File: config.mk
export PLATFORM = sky130hd
export DESIGN_NAME = hazard_ctrl
export DESIGN_NICKNAME = d
export VERILOG_FILES = /design/src/rtl/hazard_ctrl.sv
export SDC_FILE = /design/constraint.sdc
export NUM_CORES = 1
export LEC_CHECK = 0
export ABC_AREA = 0
export BUFFER_PORTS_ARGS = -buffer_cell sky130_fd_sc_hd__buf_2
export CAP_MARGIN = 10
export CORE_MARGIN = 3
export CORE_UTILIZATION = 40
export DETAILED_ROUTE_END_ITERATION = 10
export PLACE_DENSITY_LB_ADDON = 0.15
export SLEW_MARGIN = 20
export SYNTH_ARGS = -nofsm -noshare
export SYNTH_HDL_FRONTEND = slang
export SYNTH_SLANG_ARGS = --single-unit
File: constraint.sdc
create_clock -name clk -period 2.3 [get_ports clk]
set_clock_uncertainty 0.05 [all_clocks]
set_input_delay 0.46 -clock clk [delete_from_list [all_inputs] [get_ports clk]]
set_output_delay 0.46 -clock clk [all_outputs]
set_load 0.02 [all_outputs]
File: src/rtl/hazard_ctrl.sv
// Pipeline hazard/stall/flush controller: memory wait, load-use, branch redirect arbitration.
// Optional HAZARD_PERF_EN adds saturating stall/flush cycle counters (ports always present).
module hazard_ctrl #(
    parameter int unsigned ADDR_WIDTH     = 32,
    parameter int unsigned REG_ADDR_WIDTH = 5
) (
    input  logic                      clk,
    input  logic                      reset,
    input  logic                      if_busy,
    input  logic                      mem_busy,
    input  logic                      ex_is_load,
    input  logic [REG_ADDR_WIDTH-1:0] ex_rd,
    input  logic [REG_ADDR_WIDTH-1:0] id_rs1,
    input  logic [REG_ADDR_WIDTH-1:0] id_rs2,
    input  logic                      id_uses_rs1,
    input  logic                      id_uses_rs2,
    input  logic                      ex_mispredict,
    input  logic [ADDR_WIDTH-1:0]     ex_target,
    output logic [1:0]                pc_sf,
    output logic [1:0]                ifid_sf,
    output logic [1:0]                idex_sf,
    output logic [1:0]                exmem_sf,
    output logic [1:0]                memwb_sf,
    output logic                      redirect_valid,
    output logic [ADDR_WIDTH-1:0]     redirect_addr,
    output logic [31:0]               perf_stall_cnt,
    output logic [31:0]               perf_flush_cnt
);

    localparam logic [1:0] SF_NORMAL = 2'b00;
    localparam logic [1:0] SF_STALL  = 2'b01;
    localparam logic [1:0] SF_FLUSH  = 2'b10;

    typedef enum logic {RUN, REDIR_WAIT} state_t;

    state_t                state, state_nxt;
    logic                  pend_valid, pend_valid_nxt;
    logic [ADDR_WIDTH-1:0] pend_addr, pend_addr_nxt;
    logic                  load_use;
    logic [ADDR_WIDTH-1:0] redir_target;

    assign load_use = ex_is_load && (ex_rd != '0) &&
                      ((id_uses_rs1 && (id_rs1 == ex_rd)) ||
                       (id_uses_rs2 && (id_rs2 == ex_rd)));

    assign redir_target = pend_valid ? pend_addr : ex_target;

    always_ff @(posedge clk or posedge reset) begin
        if (reset) begin
            state      <= RUN;
            pend_valid <= 1'b0;
            pend_addr  <= '0;
        end else begin
            state      <= state_nxt;
            pend_valid <= pend_valid_nxt;
            pend_addr  <= pend_addr_nxt;
        end
    end

    always_comb begin
        pc_sf          = SF_NORMAL;
        ifid_sf        = SF_NORMAL;
        idex_sf        = SF_NORMAL;
        exmem_sf       = SF_NORMAL;
        memwb_sf       = SF_NORMAL;
        redirect_valid = 1'b0;
        redirect_addr  = '0;
        state_nxt      = state;
        pend_valid_nxt = pend_valid;
        pend_addr_nxt  = pend_addr;

        if (reset) begin
            pc_sf    = SF_FLUSH;
            ifid_sf  = SF_FLUSH;
            idex_sf  = SF_FLUSH;
            exmem_sf = SF_FLUSH;
            memwb_sf = SF_FLUSH;
        end else if (mem_busy) begin
            pc_sf    = SF_STALL;
            ifid_sf  = SF_STALL;
            idex_sf  = SF_STALL;
            exmem_sf = SF_STALL;
            memwb_sf = SF_FLUSH;
            // Capture only the first mispredict; a held EX instruction re-asserts it every cycle.
            if (ex_mispredict && !pend_valid) begin
                pend_valid_nxt = 1'b1;
                pend_addr_nxt  = ex_target;
            end
        end else if ((state == RUN) && (pend_valid || ex_mispredict)) begin
            ifid_sf = SF_FLUSH;
            idex_sf = SF_FLUSH;
            if (!if_busy) begin
                redirect_valid = 1'b1;
                redirect_addr  = redir_target;
                pend_valid_nxt = 1'b0;
            end else begin
                pc_sf          = SF_STALL;
                pend_valid_nxt = 1'b1;
                pend_addr_nxt  = redir_target;
                state_nxt      = REDIR_WAIT;
            end
        end else if (state == REDIR_WAIT) begin
            ifid_sf = SF_FLUSH;
            idex_sf = SF_FLUSH;
            if (if_busy) begin
                pc_sf = SF_STALL;
            end else begin
                redirect_valid = 1'b1;
                redirect_addr  = pend_addr;
                pend_valid_nxt = 1'b0;
                state_nxt      = RUN;
            end
        end else if (load_use) begin
            pc_sf   = SF_STALL;
            ifid_sf = SF_STALL;
            idex_sf = SF_FLUSH;
        end else if (if_busy) begin
            pc_sf   = SF_STALL;
            ifid_sf = SF_FLUSH;
        end
    end

`ifdef HAZARD_PERF_EN
    // Flops are held in reset, so reset-cycle flushes are never counted.
    always_ff @(posedge clk or posedge reset) begin
        if (reset) begin
            perf_stall_cnt <= '0;
            perf_flush_cnt <= '0;
        end else begin
            if ((pc_sf == SF_STALL) && (perf_stall_cnt != '1))
                perf_stall_cnt <= perf_stall_cnt + 32'd1;
            if ((idex_sf == SF_FLUSH) && (perf_flush_cnt != '1))
                perf_flush_cnt <= perf_flush_cnt + 32'd1;
        end
    end
`else
    assign perf_stall_cnt = '0;
    assign perf_flush_cnt = '0;
`endif

endmodule
# After elaboration in Yosys (flattened, before gate mapping)
# Index checks and enable logic that the tools add are counted.
[totals]
reg_bits = 34
out_inout_bits = 107
word_cells = 73
[classes]
eq_ne = 5
muxes = 46
bitwise = 3
n_reduce_logical = 16
[op_table]
columns = ["operator", "n"]
rows = [
  ["32-bit two-way mux", 11],
  ["2-bit two-way mux", 19],
  ["1-bit two-way mux", 16],
  ["5-bit == test", 2],
  ["4-bit AND reduction", 2],
  ["1-bit logical AND", 6],
  ["5-bit nonzero test", 1],
  ["2-bit nonzero test", 2],
  ["3-bit by 1-bit inequality test with 1-bit output, second input constant", 1],
  ["1-bit inverter", 3],
  ["3-bit AND reduction", 1],
  ["3-bit nonzero test", 1],
  ["1-bit logical OR", 2],
  ["2-bit by 1-bit inequality test with 1-bit output, second input constant", 1],
  ["2-bit inequality test, second input constant", 1],
  ["1-bit logical NOT", 1],
]

# Depth between registers and ports, before layout
# Gate-level depths: netlist of run 1.
[logic_depth]
word_depth = 9
depth_mapped = 5
ltp_nobuf = 5

# Least setup slack after synthesis of run 1
# OpenSTA, ideal clock, no wires.
[synth_timing]
kind = "input to output"
start = "in reset"
end = "out ifid_sf[0]"
t_arrival_ps = 1843
required_ps = 1790
slack_ps = -53
cell_stages = 3
path_buffers = 0
cell_sequence = "inv_1 nand2_1 o21ai_1"
[synth_between]
elab_chain_len = 1
[synth_lines]
columns = ["element", "line_no", "source"]
rows = [
  ["from (decl)", "8", "input logic reset,"],
  ["2-bit two-way mux", "72", "if (reset) begin"],
  ["to (decl)", "20", "output logic [1:0] ifid_sf,"],
]
# Every way passes these cells.

# Worst setup path in the final report of run 1
[layout_timing]
start = "reg state"
end = "out redirect_addr[15]"
[layout_between]
elab_chain_len = 5
[layout_lines]
columns = ["element", "line_no", "source"]
rows = [
  ["from (decl)", "36", "state_t state, state_nxt;"],
  ["from (signal assigned)", "54", "state <= state_nxt;"],
  ["1-bit inverter", "89", "end else if ((state == RUN) && (pend_valid || ex_mispredict)) begin"],
  ["1-bit logical AND", "89", ""],
  ["32-bit two-way mux *", "89", ""],
  ["32-bit two-way mux *", "78", "end else if (mem_busy) begin"],
  ["32-bit two-way mux *", "72", ""],
  ["to (decl)", "25", "output logic [ADDR_WIDTH-1:0] redirect_addr,"],
]
# Mark *: on every way between the ends. The rest lies on a longest branch, timed or not.

==> results.cfg, run 1 <==
[status]
status = completed

[placed_design]
port_buffers = 96
postPlaceCellArea_um2 = 2930
hpwl_mm = 4.20
pre_cts_ws_ns = 0.160
globalplace.congestion = 0.786

[floorplan]
rows = 28
dieArea_um2 = 7620
num_io_pins = 162
die-height_um = 87.3
fp.dieW_um = 87.3
core_area_um2 = 6170
initial_core_util = 0.429

[detailed_routing]
wl_per_cell_um = 13.4
drc_errors = 0
ant_nets = 0
finalWirelength_mm = 5.82
initialDrtViolationCount = 41
via_per_inst = 4.49
drt-pass1-iter-count = 4
num_vias = 1948

[cells_and_area]
layout-drive-gt1-share = 0.448
nNetsFinal = 413
utilization = 0.503
layout_common_cells = buf_2, conb_1, nor2_1
final_common_cell = buf_2
syn2layout_area_growth_pct = 17.3
final_area_um2 = 3100
diodes = 0
nFillCells = 604

[clock_tree]
postCtsHoldBufs = 0
cts_sinks = 34
clkTransAtPathRegs_ns = 0.07
root_buffer = clkbuf_8
cts_tree = done
htree_levels = 2
cts_made_buffers = 5
worstSkewPairLatency_ns = 0.28
cts_buffer_depth = 2

[global_route]
grt_pass1_vias = 1736
met2_usage = 0.218
track_usage = 0.139
grt_max_degree = 26
grt_busiest_layer = met2
grt-ovfl-total = 0
grt_util_met3 = 0.0388
grt_pass1_wl_mm = 8.38
use_met1 = 0.189
antenna_found_initial = 0

[timing]
fin_hold_ws_ns = 0.199
finalCritPeriodShare = 0.968
layout_setup_ws_ns = 0.0743
finalCriticalPeriod_ns = 2.23
hold_viol_final = 0
setup_viol = 0
slew_viol_final = 0
fmax_ghz = 0.449

[setup_path]
r2r_end = pend_addr[27]
crit_start = state
start_kind = flop
criticalPathCategory = flop to output pin
reg2reg_from = state
critPathMaxFanout = 10
worstSetupEndpointType = output pin
cp.required_ns = 1.79
cpMaxStageDelayCell = dfrtp_2
cp_cell_sequence = nor4b_4 -> buf_4 -> clkbuf_16 -> a22oi_1 -> nor2_1 -> buf_2
path_delay_family = buffers and inverters
crit_buf_inv = 3
rrSetupSlack_ns = 0.45
critPathArrivalTime_ns = 1.72
rr_worst_depth = 6
slowest_delay_ns = 0.45

[power_and_ir_drop]
ir_drop_mv = 0.331
power_per_cell_area_nw_per_um2 = 731
leakage_nw = 1.68

[synth]
synthCells = 256
syn_avg_cell_area_um2 = 10.3
ys_types = 33
synth.cell_area_um2 = 2640
synth-seq-area-share = 0.322
synth_warnings = 0
ys_seq_elements = 34

[min_path]
hp-class = input port to asynchronous set/reset pin

[run]
cap_violations = 0
-- cell type report --
cell class	count	area (µm²)	area share
Sequential cell	34	852	0.275
Clock buffer	6	82.6	0.0266
Tap cell	75	93.8	0.0303
Inverter	4	18.8	0.00605
Multi-Input combinational cell	200	1380	0.444
Timing Repair Buffer	113	666	0.215
Clock inverter	2	12.5	0.00404
-- cell families (layout without fill, tap and decap cells) --
kind of cell	after synthesis	count (layout)	synth area share
other	1	65	0.00142
flip-flops	34	34	0.322
AO/OA/AOI/OAI	46	46	0.128
XOR/XNOR	10	10	0.0331
buffers and inverters	86	125	0.249
multiplexers	32	32	0.179
AND/OR/NAND/NOR	47	47	0.0876
-- worst max-delay path by stage --
stage | end | slack, ns | cells past startpoint
final | redirect_addr[15] | 0.07 | 6
after global routing | redirect_addr[10] | -0.01 | 6
after CTS | redirect_addr[9] | 0.004 | 5
after detailed placement | ifid_sf[1] | 0.16 | 5
after global placement | ifid_sf[1] | 0.16 | 5
after floorplan | idex_sf[1] | 0.01 | 4
-- cells in the mapped netlist, drive strengths merged --
cell type | instances | area share
mux2 | 32 | 0.18
or2 | 1 | 0.0024
or4 | 1 | 0.0043
o21ba | 1 | 0.0038
xnor2 | 10 | 0.033
nand4 | 2 | 0.0047
nand2 | 4 | 0.0057
a22oi | 32 | 0.091
nor2 | 34 | 0.048
nand3 | 1 | 0.0066
conb | 1 | 0.0014
inv | 4 | 0.0057
a21o | 1 | 0.0033
dfrtp | 34 | 0.32
o21a | 1 | 0.0028
o21ai | 5 | 0.0095
nor4b | 1 | 0.0090
o211ai | 1 | 0.0047
a21oi | 2 | 0.0052
a31oi | 1 | 0.0024
o22a | 1 | 0.0033
buf | 79 | 0.24
and2b | 1 | 0.0028
clkbuf | 3 | 0.0043
nor3 | 2 | 0.0038
o22ai | 1 | 0.0024
-- report_power, final --
group	switching (mW)	internal, mW	leakage [nW]
combinational	0.405	0.459	1.23
sequential	0.132	0.810	0.402
clock	0.222	0.241	0.0472
total	0.758	1.51	1.68
-- routing by layer --
layer / routed length, µm / part of all wire / vias to the layer above
li1: - / - / 953
met1: 2510 / 0.43 / 902
met5: 0 / 0 / -
met3: 496 / 0.085 / 7
met4: 54 / 0.0093 / 0
met2: 2760 / 0.47 / 86
-- registers in the layout, summed over array words and instances, names as in the netlist --
name and count:
pend_addr 32, pend_valid 1, state 1
-- what timing repair did --
| item | 4_1_cts | 5_1_grt |
|---|---|---|
| endpoints found under the setup margin | 0 | 26 |
| gates resized for setup | 0 | 7 |
| buffers inserted | 0 | 3 |
-- metrics by stage --
stage | power, mW | setup TNS, ns | std cells
global placement | 1.78 | 0 | 421
floorplan | 1.68 | 0 | 320
global route | 2.42 | -0.0641 | 434
detailed placement | 1.78 | 0 | 421
CTS | 2.27 | 0 | 429
finish | 2.27 | 0 | 434
-- tightest hold or removal path, stage by stage --
cell	delay (ns)
buf_2	0.14
clkinvlp_4	0.09
buf_4	0.19
Note: power is estimated with default switching activity, not from simulation.
==> inputs of run 2 (changes only) <==
- CORE_MARGIN: 3 -> default
- CORE_UTILIZATION: 40 -> 44
- clock period: 2.3 -> 2.2 ns (I/O delays scaled with it)
==> run 2 against run 1 <==
  * Routed wire length fell by 12%
  * Clock power rose by 23%
  * Core utilization rose by 5.5 points
  * Global-route usage rose by 3.0 points
  * Via count fell by 0.10%
  * Combinational power rose by 5.0%
  * Sequential power rose by 5.0%
  * Critical path type unchanged
  * Critical endpoint is now redirect_addr[30]
  * Largest cell class unchanged
==> results.cfg, run 2 (synthesized netlist as in run 1, its figures left out) <==
[floorplan]
initial_core_util = 0.469
die-height_um = 79.5
num_io_pins = 162
dieArea_um2 = 6320
core_area_um2 = 5640
rows = 27
fp.dieW_um = 79.5

[timing]
finalCriticalPeriod_ns = 2.17
hold_viol_final = 0
fmax_ghz = 0.461
finalCritPeriodShare = 0.986
slew_viol_final = 0
layout_setup_ws_ns = 0.0312
rsz0062_at_grt = true
setup_viol = 0

[setup_path]
slowest_delay_ns = 0.45
cp.required_ns = 1.71
crit_buf_inv = 2
cpMaxStageDelayCell = dfrtp_2
path_delay_family = flip-flops
critPathArrivalTime_ns = 1.68
worstSetupEndpointType = output pin
cp_cell_sequence = nor4b_4 -> buf_12 -> a22oi_1 -> nor2_1 -> buf_4
criticalPathCategory = flop to output pin
start_kind = flop
critPathMaxFanout = 32

[clock_tree]
htree_levels = 2
cts_made_buffers = 5
root_buffer = clkbuf_8
clkTransAtPathRegs_ns = 0.07
cts_setup_buffers = 0
cts_buffer_depth = 2
cts_tree = done
postCtsHoldBufs = 0
worstSkewPairLatency_ns = 0.29
cts_sinks = 34

[detailed_routing]
finalWirelength_mm = 5.13
ant_nets = 0
wl_per_cell_um = 12.1
via_per_inst = 4.60
drt-pass1-iter-count = 4
drc_errors = 0
num_vias = 1946
initialDrtViolationCount = 56

[cells_and_area]
diodes = 0
nNetsFinal = 405
final_common_cell = conb_1
utilization = 0.558
ff_latch_area_um2 = 852
nFillCells = 540
syn2layout_area_growth_pct = 19.0
largest_register_ffs = 32
layout_common_cells = conb_1, buf_2, buf_4
regMostFlops = pend_addr
layout-drive-gt1-share = 0.439
multiInputGateArea_um2 = 1380
reg_top3 = pend_addr x32, pend_valid x1, state x1

[global_route]
antenna_found_initial = 0
met2_usage = 0.282
grt_max_degree = 33
grt_pass1_wl_mm = 8.29
use_met1 = 0.212
grt-ovfl-total = 0
grt_pass1_vias = 1766
grt_busiest_layer = met2
track_usage = 0.169
grt_util_met3 = 0.0389

[min_path]
hp-class = input port to asynchronous set/reset pin

[power_and_ir_drop]
finalPower_mw = 2.46
power_per_cell_area_nw_per_um2 = 783
ir_drop_mv = 0.470
leakage_nw = 1.65

[placed_design]
pre_cts_ws_ns = 0.0633
globalplace.congestion = 0.769
hpwl_mm = 3.77
port_buffers = 96

[status]
status = completed

[run]
cap_violations = 0
[run 2: cell types whose count changed in the layout (fill, tap and decap cells not counted), sizes merged]
cell,before,now
clkinv,1,0
clkinvlp,2,3
buf,112,105
clkbuf,7,5
bufinv,0,1
[run 2: path summary, 6_finish.rpt]
check                         startpoint                 to  slack, ns  cells past startpoint
max in group asynchronous          reset         pend_valid       1.57                      3
hold reg to reg            pend_addr[22]      pend_addr[22]       0.45                      1
min in group clk           ex_target[22]      pend_addr[22]       0.33                      2
hold / removal                     reset       pend_addr[6]       0.16                      3
setup / recovery              pend_valid  redirect_addr[30]       0.03                      5
setup reg to reg                   state      pend_addr[13]       0.53                      5
[run 2: final cells by class]
type                            count  share of cell area
Sequential cell                    34               0.271
Multi-Input combinational cell    200               0.439
Timing Repair Buffer              105               0.219
Clock buffer                        5              0.0219
Tap cell                           72              0.0286
Inverter                            4             0.00596
Clock inverter                      3              0.0143
[run 2: per-stage QoR]
| step | setup TNS [ns] | area [µm²] | hold WS [ns] | instances |
|---|---|---|---|---|
| 2_1_floorplan | 0 | 2890 | 0.350 | 320 |
| 3_3_place_gp | 0 | 2950 | 0.426 | 415 |
| 3_5_place_dp | 0 | 2950 | 0.436 | 415 |
| 4_1_cts | 0 | 3070 | 0.154 | 423 |
| 5_1_grt | -1.32 | 3150 | 0.167 | 423 |
| 6_report | 0 | 3150 | 0.161 | 423 |
[run 2: power breakdown]
| part | internal, mW | total, mW | leakage, nW | switching, mW |
|---|---|---|---|---|
| sequential | 0.847 | 0.988 | 0.401 | 0.141 |
| clock | 0.337 | 0.571 | 0.0504 | 0.234 |
| combinational | 0.491 | 0.906 | 1.20 | 0.414 |
[run 2: layer usage]
metal	vias up	routed length, µm
li1	933	-
met1	913	2190
met2	91	2560
met3	9	318
met4	0	59
met5	-	0
[run 2: worst min-delay path, cell delays in order]
cell and delay, ns:
buf_2 0.14, clkinvlp_4 0.09, buf_4 0.18
[run 2: what timing repair did]
item,4_1_cts,5_1_grt
setup endpoints to repair,4,33
resized for setup,1,32
gates cloned,0,0
==> inputs of run 3 (changes only) <==
- SETUP_SLACK_MARGIN: default -> 0.05
==> run 3 against run 2 <==
  * Via count up 0.31%
  * Hold slack better by 0.027 ns
  * Global-route usage up 0.65 points
  * Worst setup slack better by 0.0039 ns
  * Non-clock buffer count up 6
  * Routed wire length up 7.3%
  * Maximum frequency up 0.18%
  * Combinational power up 6.4%
  * Clock power up 2%
  * Sequential cell count unchanged
  * Critical path type unchanged
  * Critical endpoint is now redirect_addr[12]
  * Highest routed layer unchanged
==> results.cfg, run 3 (synthesized netlist as in run 1, its figures left out) <==
[status]
status = completed

[cells_and_area]
diodes = 0
final_area_um2 = 3310
multiInputGateArea_um2 = 1470
nFillCells = 535
syn2layout_area_growth_pct = 25.1
ff_latch_area_um2 = 853
final_common_cell = conb_1
regMostFlops = pend_addr
layout-drive-gt1-share = 0.496
nNetsFinal = 411
layout_common_cells = conb_1, buf_2, buf_4
largest_register_ffs = 32
reg_top3 = pend_addr x32, pend_valid x1, state x1

[setup_path]
start_kind = flop
cp_cell_sequence = nor4b_4 -> buf_6 -> buf_12 -> a22oi_1 -> nor2_1 -> buf_4
crit_buf_inv = 3
critPathArrivalTime_ns = 1.67
worstSetupEndpointType = output pin
criticalPathCategory = flop to output pin
cpMaxStageDelayCell = dfrtp_2
slowest_delay_ns = 0.47
critPathMaxFanout = 10
path_delay_family = buffers and inverters
cp.required_ns = 1.71

[power_and_ir_drop]
leakage_nw = 1.70
ir_drop_mv = 0.489
finalPower_mw = 2.55
power_per_cell_area_nw_per_um2 = 771

[global_route]
grt_max_degree = 25
track_usage = 0.175
grt_pass1_wl_mm = 8.60
grt-ovfl-total = 0
antenna_found_initial = 0
grt_pass1_vias = 1792

[timing]
hold_viol_final = 0
layout_setup_ws_ns = 0.0351
finalCriticalPeriod_ns = 2.16
fin_hold_ws_ns = 0.187
setup_viol = 0
fmax_ghz = 0.462
finalCritPeriodShare = 0.984
rsz0062_at_grt = true
slew_viol_final = 0

[clock_tree]
postCtsHoldBufs = 0
cts_sinks = 34
htree_levels = 2
root_buffer = clkbuf_8
clkTransAtPathRegs_ns = 0.08
cts_buffer_depth = 2
cts_tree = done
cts_made_buffers = 5
worstSkewPairLatency_ns = 0.29

[detailed_routing]
via_per_inst = 4.55
ant_nets = 0
num_vias = 1952
drc_errors = 0
wl_per_cell_um = 12.8
initialDrtViolationCount = 41
drt-pass1-iter-count = 4
finalWirelength_mm = 5.50

[placed_design]
postPlaceCellArea_um2 = 2960
globalplace.congestion = 0.719
pre_cts_ws_ns = 0.0924
port_buffers = 96
hpwl_mm = 3.79

[floorplan]
initial_core_util = 0.469
dieArea_um2 = 6320
num_io_pins = 162
core_area_um2 = 5640
fp.dieW_um = 79.5
rows = 27
die-height_um = 79.5

[min_path]
hp-class = input port to asynchronous set/reset pin

[run]
cap_violations = 0
## run 3: changes by cell type in the layout (fill, tap and decap cells not counted), sizes merged
cell	change
buf	+6
## run 3: path summary, 6_finish.rpt
kind	start	end	slack (ns)	cells after the start
max in group asynchronous	reset	pend_valid	1.56	3
min in group clk	ex_target[22]	pend_addr[22]	0.33	2
worst min-delay path	reset	pend_addr[8]	0.19	3
worst min register to register	pend_addr[22]	pend_addr[22]	0.46	1
worst max register to register	state	pend_addr[11]	0.45	6
worst max-delay path	pend_valid	redirect_addr[12]	0.04	6
## run 3: metal layers
| layer | GRT usage | vias to the layer above | share of wire |
|---|---|---|---|
| met4 | 0.0382 | 0 | 0.0084 |
| li1 | - | 946 | - |
| met5 | 0 | - | 0 |
| met1 | 0.238 | 915 | 0.45 |
| met2 | 0.285 | 84 | 0.49 |
| met3 | 0.0366 | 7 | 0.057 |
## run 3: final cells by class
type | count | area share
Clock buffer | 5 | 0.0208
Clock inverter | 3 | 0.0136
Inverter | 4 | 0.00568
Multi-Input combinational cell | 200 | 0.445
Sequential cell | 34 | 0.258
Tap cell | 72 | 0.0272
Timing Repair Buffer | 111 | 0.229
## run 3: tightest hold or removal path: stages
cell        delay [ns]
buf_2             0.14
clkinvlp_4        0.10
buf_4             0.20
## run 3: timing repair
item,CTS,global route
cloned,2,0
setup buffers,2,0
setup endpoints to repair,32,34
gates resized for setup,12,46
pin swaps,1,11
## run 3: power breakdown
group	internal [mW]	total, mW	switching, mW
registers	0.848	1.00	0.157
logic	0.526	0.964	0.438
clock network	0.337	0.582	0.245
## run 3: metrics by stage
stage | instances | setup TNS [ns] | util
2_1_floorplan | 320 | 0 | -
3_3_place_gp | 417 | 0 | 0.524
3_5_place_dp | 417 | 0 | 0.524
4_1_cts | 429 | 0 | 0.558
5_1_grt | 429 | -0.671 | 0.586
6_report | 429 | 0 | 0.586
